`src/rtl/tlul_pkg.sv`:
```
// Minimal TL-UL channel definitions shared by the host arbiter and its bench.
// tl_h2d_t : host-to-device A channel plus the host's D-channel ready.
// tl_d2h_t : device-to-host D channel plus the device's A-channel ready.
package tlul_pkg;

    localparam logic [2:0] PutFullData    = 3'h0;
    localparam logic [2:0] PutPartialData = 3'h1;
    localparam logic [2:0] Get            = 3'h4;
    localparam logic [2:0] AccessAck      = 3'h0;
    localparam logic [2:0] AccessAckData  = 3'h1;

    typedef struct packed {
        logic        a_valid;
        logic [2:0]  a_opcode;
        logic [2:0]  a_param;
        logic [1:0]  a_size;
        logic [7:0]  a_source;
        logic [31:0] a_address;
        logic [3:0]  a_mask;
        logic [31:0] a_data;
        logic        d_ready;
    } tl_h2d_t;

    typedef struct packed {
        logic        d_valid;
        logic [2:0]  d_opcode;
        logic [2:0]  d_param;
        logic [1:0]  d_size;
        logic [7:0]  d_source;
        logic        d_sink;
        logic [31:0] d_data;
        logic        d_error;
        logic        a_ready;
    } tl_d2h_t;

endpackage

```
`src/rtl/tlul_host_arb2.sv`:
```
// Two-host to one-device TL-UL arbiter (host 0 = LSU, host 1 = instruction
// fetch). Round-robin selection with a request lock so a presented request is
// never withdrawn; responses are steered by an in-order FIFO of grant IDs.
// Both A and D channels pass through combinationally (no added latency).
//
// Ports
//   clk_i, rst_ni    clock, asynchronous active-low reset
//   tl_h0_i/o        host 0 request / response
//   tl_h1_i/o        host 1 request / response
//   tl_dev_o/i       shared device request / response
//   outstanding_o    accepted requests still awaiting a response
//   spurious_rsp_o   sticky: device d_valid seen with no request in flight
//
// Lock state machine
//   state     | meaning
//   ----------+-------------------------------------------------------------
//   StIdle    | selection follows the round-robin rules every cycle
//   StLocked  | a request was presented but not accepted; lock_id_q is held
//             | until that request's handshake completes
module tlul_host_arb2 #(
    parameter int unsigned MaxOutstanding = 2,
    parameter bit          H0Prio         = 1'b1
) (
    input  logic                                   clk_i,
    input  logic                                   rst_ni,
    input  tlul_pkg::tl_h2d_t                      tl_h0_i,
    output tlul_pkg::tl_d2h_t                      tl_h0_o,
    input  tlul_pkg::tl_h2d_t                      tl_h1_i,
    output tlul_pkg::tl_d2h_t                      tl_h1_o,
    output tlul_pkg::tl_h2d_t                      tl_dev_o,
    input  tlul_pkg::tl_d2h_t                      tl_dev_i,
    output logic [$clog2(MaxOutstanding+1)-1:0]    outstanding_o,
    output logic                                   spurious_rsp_o
);

    localparam int unsigned CntW = $clog2(MaxOutstanding + 1);
    localparam int unsigned PtrW = (MaxOutstanding > 1) ? $clog2(MaxOutstanding) : 1;

    typedef enum logic {
        StIdle,
        StLocked
    } lock_state_e;

    lock_state_e               state_q;
    logic                      lock_id_q;
    logic                      rr_ptr_q;
    logic                      active_q;
    logic [MaxOutstanding-1:0] fifo_id_q;
    logic [PtrW-1:0]           wr_ptr_q;
    logic [PtrW-1:0]           rd_ptr_q;
    logic [CntW-1:0]           count_q;
    logic                      spurious_q;

    logic sel_id;
    logic sel_valid;
    logic fifo_full;
    logic fifo_empty;
    logic head_id;
    logic dev_a_valid;
    logic dev_d_ready;
    logic host_a_ready;
    logic rsp_valid;
    logic accept;
    logic pop;

    function automatic logic [PtrW-1:0] ptr_inc(input logic [PtrW-1:0] p);
        if (p == PtrW'(MaxOutstanding - 1)) begin
            return '0;
        end
        return p + 1'b1;
    endfunction

    always_comb begin
        sel_id = 1'b0;
        if (state_q == StLocked) begin
            sel_id = lock_id_q;
        end else if (tl_h0_i.a_valid && tl_h1_i.a_valid) begin
            sel_id = ~rr_ptr_q;
        end else if (tl_h1_i.a_valid) begin
            sel_id = 1'b1;
        end
    end

    // active_q keeps every handshake output low until the first clock after
    // reset release, so the device and hosts see a quiet port during reset.
    assign sel_valid    = active_q & (sel_id ? tl_h1_i.a_valid : tl_h0_i.a_valid);
    assign fifo_full    = (count_q == CntW'(MaxOutstanding));
    assign fifo_empty   = (count_q == '0);
    assign head_id      = fifo_id_q[rd_ptr_q];
    assign dev_a_valid  = sel_valid & ~fifo_full;
    assign host_a_ready = tl_dev_i.a_ready & sel_valid & ~fifo_full;
    assign rsp_valid    = active_q & tl_dev_i.d_valid & ~fifo_empty;
    // With nothing in flight the device beat is drained and discarded.
    assign dev_d_ready  = active_q & (fifo_empty ? 1'b1 :
                                      (head_id ? tl_h1_i.d_ready : tl_h0_i.d_ready));
    assign accept       = dev_a_valid & tl_dev_i.a_ready;
    assign pop          = tl_dev_i.d_valid & dev_d_ready & ~fifo_empty;

    always_comb begin
        tl_dev_o         = sel_id ? tl_h1_i : tl_h0_i;
        tl_dev_o.a_valid = dev_a_valid;
        tl_dev_o.d_ready = dev_d_ready;

        tl_h0_o          = tl_dev_i;
        tl_h0_o.a_ready  = host_a_ready & ~sel_id;
        tl_h0_o.d_valid  = rsp_valid & ~head_id;

        tl_h1_o          = tl_dev_i;
        tl_h1_o.a_ready  = host_a_ready & sel_id;
        tl_h1_o.d_valid  = rsp_valid & head_id;
    end

    // A presented-but-unaccepted request (device stall or full FIFO) pins the
    // selection until it is taken.
    always_ff @(posedge clk_i or negedge rst_ni) begin
        if (!rst_ni) begin
            state_q   <= StIdle;
            lock_id_q <= 1'b0;
        end else begin
            case (state_q)
                StIdle: begin
                    if (sel_valid && !accept) begin
                        state_q   <= StLocked;
                        lock_id_q <= sel_id;
                    end
                end
                StLocked: begin
                    if (accept) begin
                        state_q <= StIdle;
                    end
                end
                default: state_q <= StIdle;
            endcase
        end
    end

    // rr_ptr_q is the last-served host. Out of reset the host that should
    // lose the first tie is recorded as last served.
    always_ff @(posedge clk_i or negedge rst_ni) begin
        if (!rst_ni) begin
            active_q   <= 1'b0;
            rr_ptr_q   <= H0Prio;
            fifo_id_q  <= '0;
            wr_ptr_q   <= '0;
            rd_ptr_q   <= '0;
            count_q    <= '0;
            spurious_q <= 1'b0;
        end else begin
            active_q <= 1'b1;
            if (accept) begin
                rr_ptr_q            <= sel_id;
                fifo_id_q[wr_ptr_q] <= sel_id;
                wr_ptr_q            <= ptr_inc(wr_ptr_q);
            end
            if (pop) begin
                rd_ptr_q <= ptr_inc(rd_ptr_q);
            end
            case ({accept, pop})
                2'b10:   count_q <= count_q + 1'b1;
                2'b01:   count_q <= count_q - 1'b1;
                default: count_q <= count_q;
            endcase
            if (tl_dev_i.d_valid && fifo_empty) begin
                spurious_q <= 1'b1;
            end
        end
    end

    assign outstanding_o  = count_q;
    assign spurious_rsp_o = spurious_q;

endmodule

```
`config.mk`:
```
export PLATFORM = sky130hd
export DESIGN_NAME = tlul_host_arb2
export DESIGN_NICKNAME = d
export VERILOG_FILES = /design/src/rtl/tlul_pkg.sv /design/src/rtl/tlul_host_arb2.sv
export SDC_FILE = /design/constraint.sdc
export NUM_CORES = 1
export LEC_CHECK = 0
export CORE_AREA = 2 2 164 166
export DETAILED_ROUTE_END_ITERATION = 12
export DIE_AREA = 0 0 166 168
export HOLD_SLACK_MARGIN = 0.05
export PLACE_DENSITY = 0.51
export RECOVER_POWER = 50
export SYNTH_ARGS = -nofsm -noshare
export SYNTH_HDL_FRONTEND = slang
export SYNTH_SLANG_ARGS = --single-unit
export TNS_END_PERCENT = 5
```
`constraint.sdc`:
```
create_clock -name clk_i -period 3.68 [get_ports clk_i]
set_clock_uncertainty 0.2 [all_clocks]
set_input_delay 1.104 -clock clk_i [delete_from_list [all_inputs] [get_ports clk_i]]
set_output_delay 1.104 -clock clk_i [all_outputs]
set_load 0.01 [all_outputs]
```
==> results.ini <==
[sta]
final_max_slew_viol_count=0
rsz0062_at_grt=true
slew_headroom_pct=64.9
tns_ns=-2.39
period_share_pct=103
hold-worst-slack_ns=0.284
fin_crit_ns=3.77
setup_viol=53
fmax_mhz=265
tightest_slew_ns=0.525
worst_slack_ns=-0.0924
hold_viol_final=0

[cts]
cts.htree.levels=1
cts_sinks=11
path_clk_slew_ns=0.04
cts_made_buffers=3
postCtsHoldBufs=0
root_buffer=clkbuf_16
worstSkewPairLatency_ns=0.23
clockBufferDepth=2
cts_tree=yes

[synthesis]
syn_inst=249
async_flop_share_pct=100
synth_cell_types=30
yosys.area.top_type_share_pct=33.9
avgSynthCellArea_um2=9.52
ys_seq_area_share_pct=11.7
synthTopCellsByArea=buf_4, mux2_2, mux2_1
synth_edf_count=0
ys_warn_count=0
ys_top_cells_by_count=buf_4, mux2_2, mux2_1
yosysTopAreaCell=buf_4
syn_nets=476
ys_ff_latch=11
synth_ff_type=dfrtp_1
netlist_area_mm2=0.00237
synth_most_common_cell=buf_4

[critical_path]
critPathSlowestCell=mux2_1
cpPeakStageDelay_ns=0.32
crit_type=in2out
r2r-start=state_q
reg2reg_depth=8
ff2ff_setup_slack_ns=1.54
crit_path_start=tl_h1_i[85]
reg2reg_to=outstanding_o[1]
critPathArrivalTime_ns=2.47
worst-path-max-fanout=6
crit_end=tl_dev_o[47]
start_kind=input pin
crit_path_end_kind=output port
path_cells=buf_6, and3_4, a21oi_4, buf_12, buf_6, buf_12, mux2_1, clkdlybuf4s15_2
worst_ep_required_time_ns=2.38

[drt]
drc=0
num_vias=2515
drtIter0Drc=37
drt_wl_total_mm=12.2
wl_per_cell_um=15.6
vias_per_cell=3.21
ant_nets=0
drtPass1Iterations=4

[power]
max-vdd-ir-drop_mv=0.241
p_per_area_mw_per_mm2=540
p_leak_nw=2.49

[floorplan]
core_area_mm2=0.0264
chipHeight_um=168
start_util_pct=8.99
dieArea_mm2=0.0279
io-pin-count=419
num_rows=60
die_w_um=166

[place]
postPlaceCellArea_mm2=0.00474
dp.cells=758
hpwl_mm=8.93
place_ws_ns=-0.951
portBuffers=268
place_congestion=0.742

[cells_and_area]
nets=671
antenna_cells=0
final_cells=784
fill_cells=2893
multiInputGateArea_mm2=0.00150
drive_gt1_share_pct=48.8
final_area_mm2=0.00552
syn_to_final_growth_pct=133
regArea_um2=277

[run_status]
violations=setup timing
status=complete, but fails checks

[grt]
grt_use_total_pct=7.88
grt_pass1_wl_mm=16.8
antenna_found_initial=0
grt_pass1_vias=2673
grt_max_degree=13
grt_overflow=0

[job]
drv_cap=0

[hold_path]
hold_class=reg2reg

[placed cells by master, fill, tap and decap left out, types with 2 or more instances in the layout]
master	instances
a21oi_1	2
dfrtp_1	10
dlygate4sd3_1	3
clkdlybuf4s50_1	173
clkbuf_16	5
mux2_4	70
buf_8	2
dlygate4sd2_1	4
o21ai_0	3
clkbuf_2	5
buf_4	14
mux2_2	14
nor2_1	4
buf_12	5
clkbuf_1	2
nor2_2	2
clkdlybuf4s15_2	6
o31ai_1	4
mux2i_1	2
xnor2_1	4
buf_16	7
buf_6	72
inv_1	4
buf_2	7
mux2_1	2
[worst max-delay path: cells and delay by family]
| kind | cells | cell delay, ns |
|---|---|---|
| compound gates | 1 | 0.13 |
| simple gates | 1 | 0.17 |
| mux | 1 | 0.32 |
| buf+inv | 5 | 0.74 |
[cell type report]
| class | instances | area share, % |
|---|---|---|
| Multi-Input combinational cell | 122 | 27.2 |
| Sequential cell | 11 | 5.01 |
| Inverter | 5 | 0.340 |
| Clock buffer | 4 | 1.43 |
| Tap cell | 341 | 7.73 |
| Timing Repair Buffer | 301 | 58.3 |
[kinds of logic (layout without fill, tap and decap cells)]
family | Yosys count | in the layout | share of synthesized area (%)
xor+xnor | 5 | 5 | 1.85
flops | 11 | 11 | 11.7
fa+ha+maj | 1 | 1 | 0.528
compound gates | 15 | 15 | 4.70
mux | 88 | 88 | 41.7
other cells | 1 | 1 | 0.158
buf+inv | 116 | 310 | 36.6
simple gates | 12 | 12 | 2.80
[metal layers]
layer / part of all wire, % / up-vias / global-route usage [%]
met4: 4.3 / 0 / 3.48
met2: 46 / 195 / 12.9
met3: 8.7 / 47 / 2.61
met5: 0 / - / 0
li1: - / 1140 / -
met1: 41 / 1133 / 9.43
[power by group]
part           switching [W]  total [W]  leakage [nW]  internal [W]
logic               0.000931    0.00256          2.32       0.00163
registers          0.0000546   0.000223         0.128      0.000168
clock network      0.0000509   0.000196        0.0382      0.000145
total                0.00104    0.00298          2.49       0.00194
[stage by stage]
stage	util, %	total power (W)
3_5_place_dp	18.0	0.00197
6_report	20.9	0.00298
2_1_floorplan	-	0.00119
3_3_place_gp	18.0	0.00197
4_1_cts	20.2	0.00285
5_1_grt	20.9	0.00315
[state kept, by name (all words and copies together) (netlist names)]
signal	cells
spurious_rsp_o	1
outstanding_o	2
rr_ptr_q	1
active_q	1
rd_ptr_q	1
state_q	1
lock_id_q	1
fifo_id_q	2
wr_ptr_q	1
[repair_timing]
item                       CTS  global route
resized for setup          454            50
setup buffers               12             3
pin swaps                    1             1
gates cloned                 7             2
hold endpoints to repair     0             0
setup endpoints to repair   90            85
[how the worst min path moves through the flow]
stage | slack, ns | cells past startpoint | end | startpoint
finish | 0.28 | 1 | fifo_id_q[0] | wr_ptr_q
global route | 0.31 | 1 | rd_ptr_q | rd_ptr_q
CTS | 0.29 | 1 | fifo_id_q[0] | wr_ptr_q
detailed placement | 0.28 | 1 | rd_ptr_q | rd_ptr_q
global placement | 0.27 | 1 | fifo_id_q[0] | wr_ptr_q
floorplan | 0.25 | 1 | fifo_id_q[0] | wr_ptr_q
No activity file was read; power rests on OpenSTA's default activity.
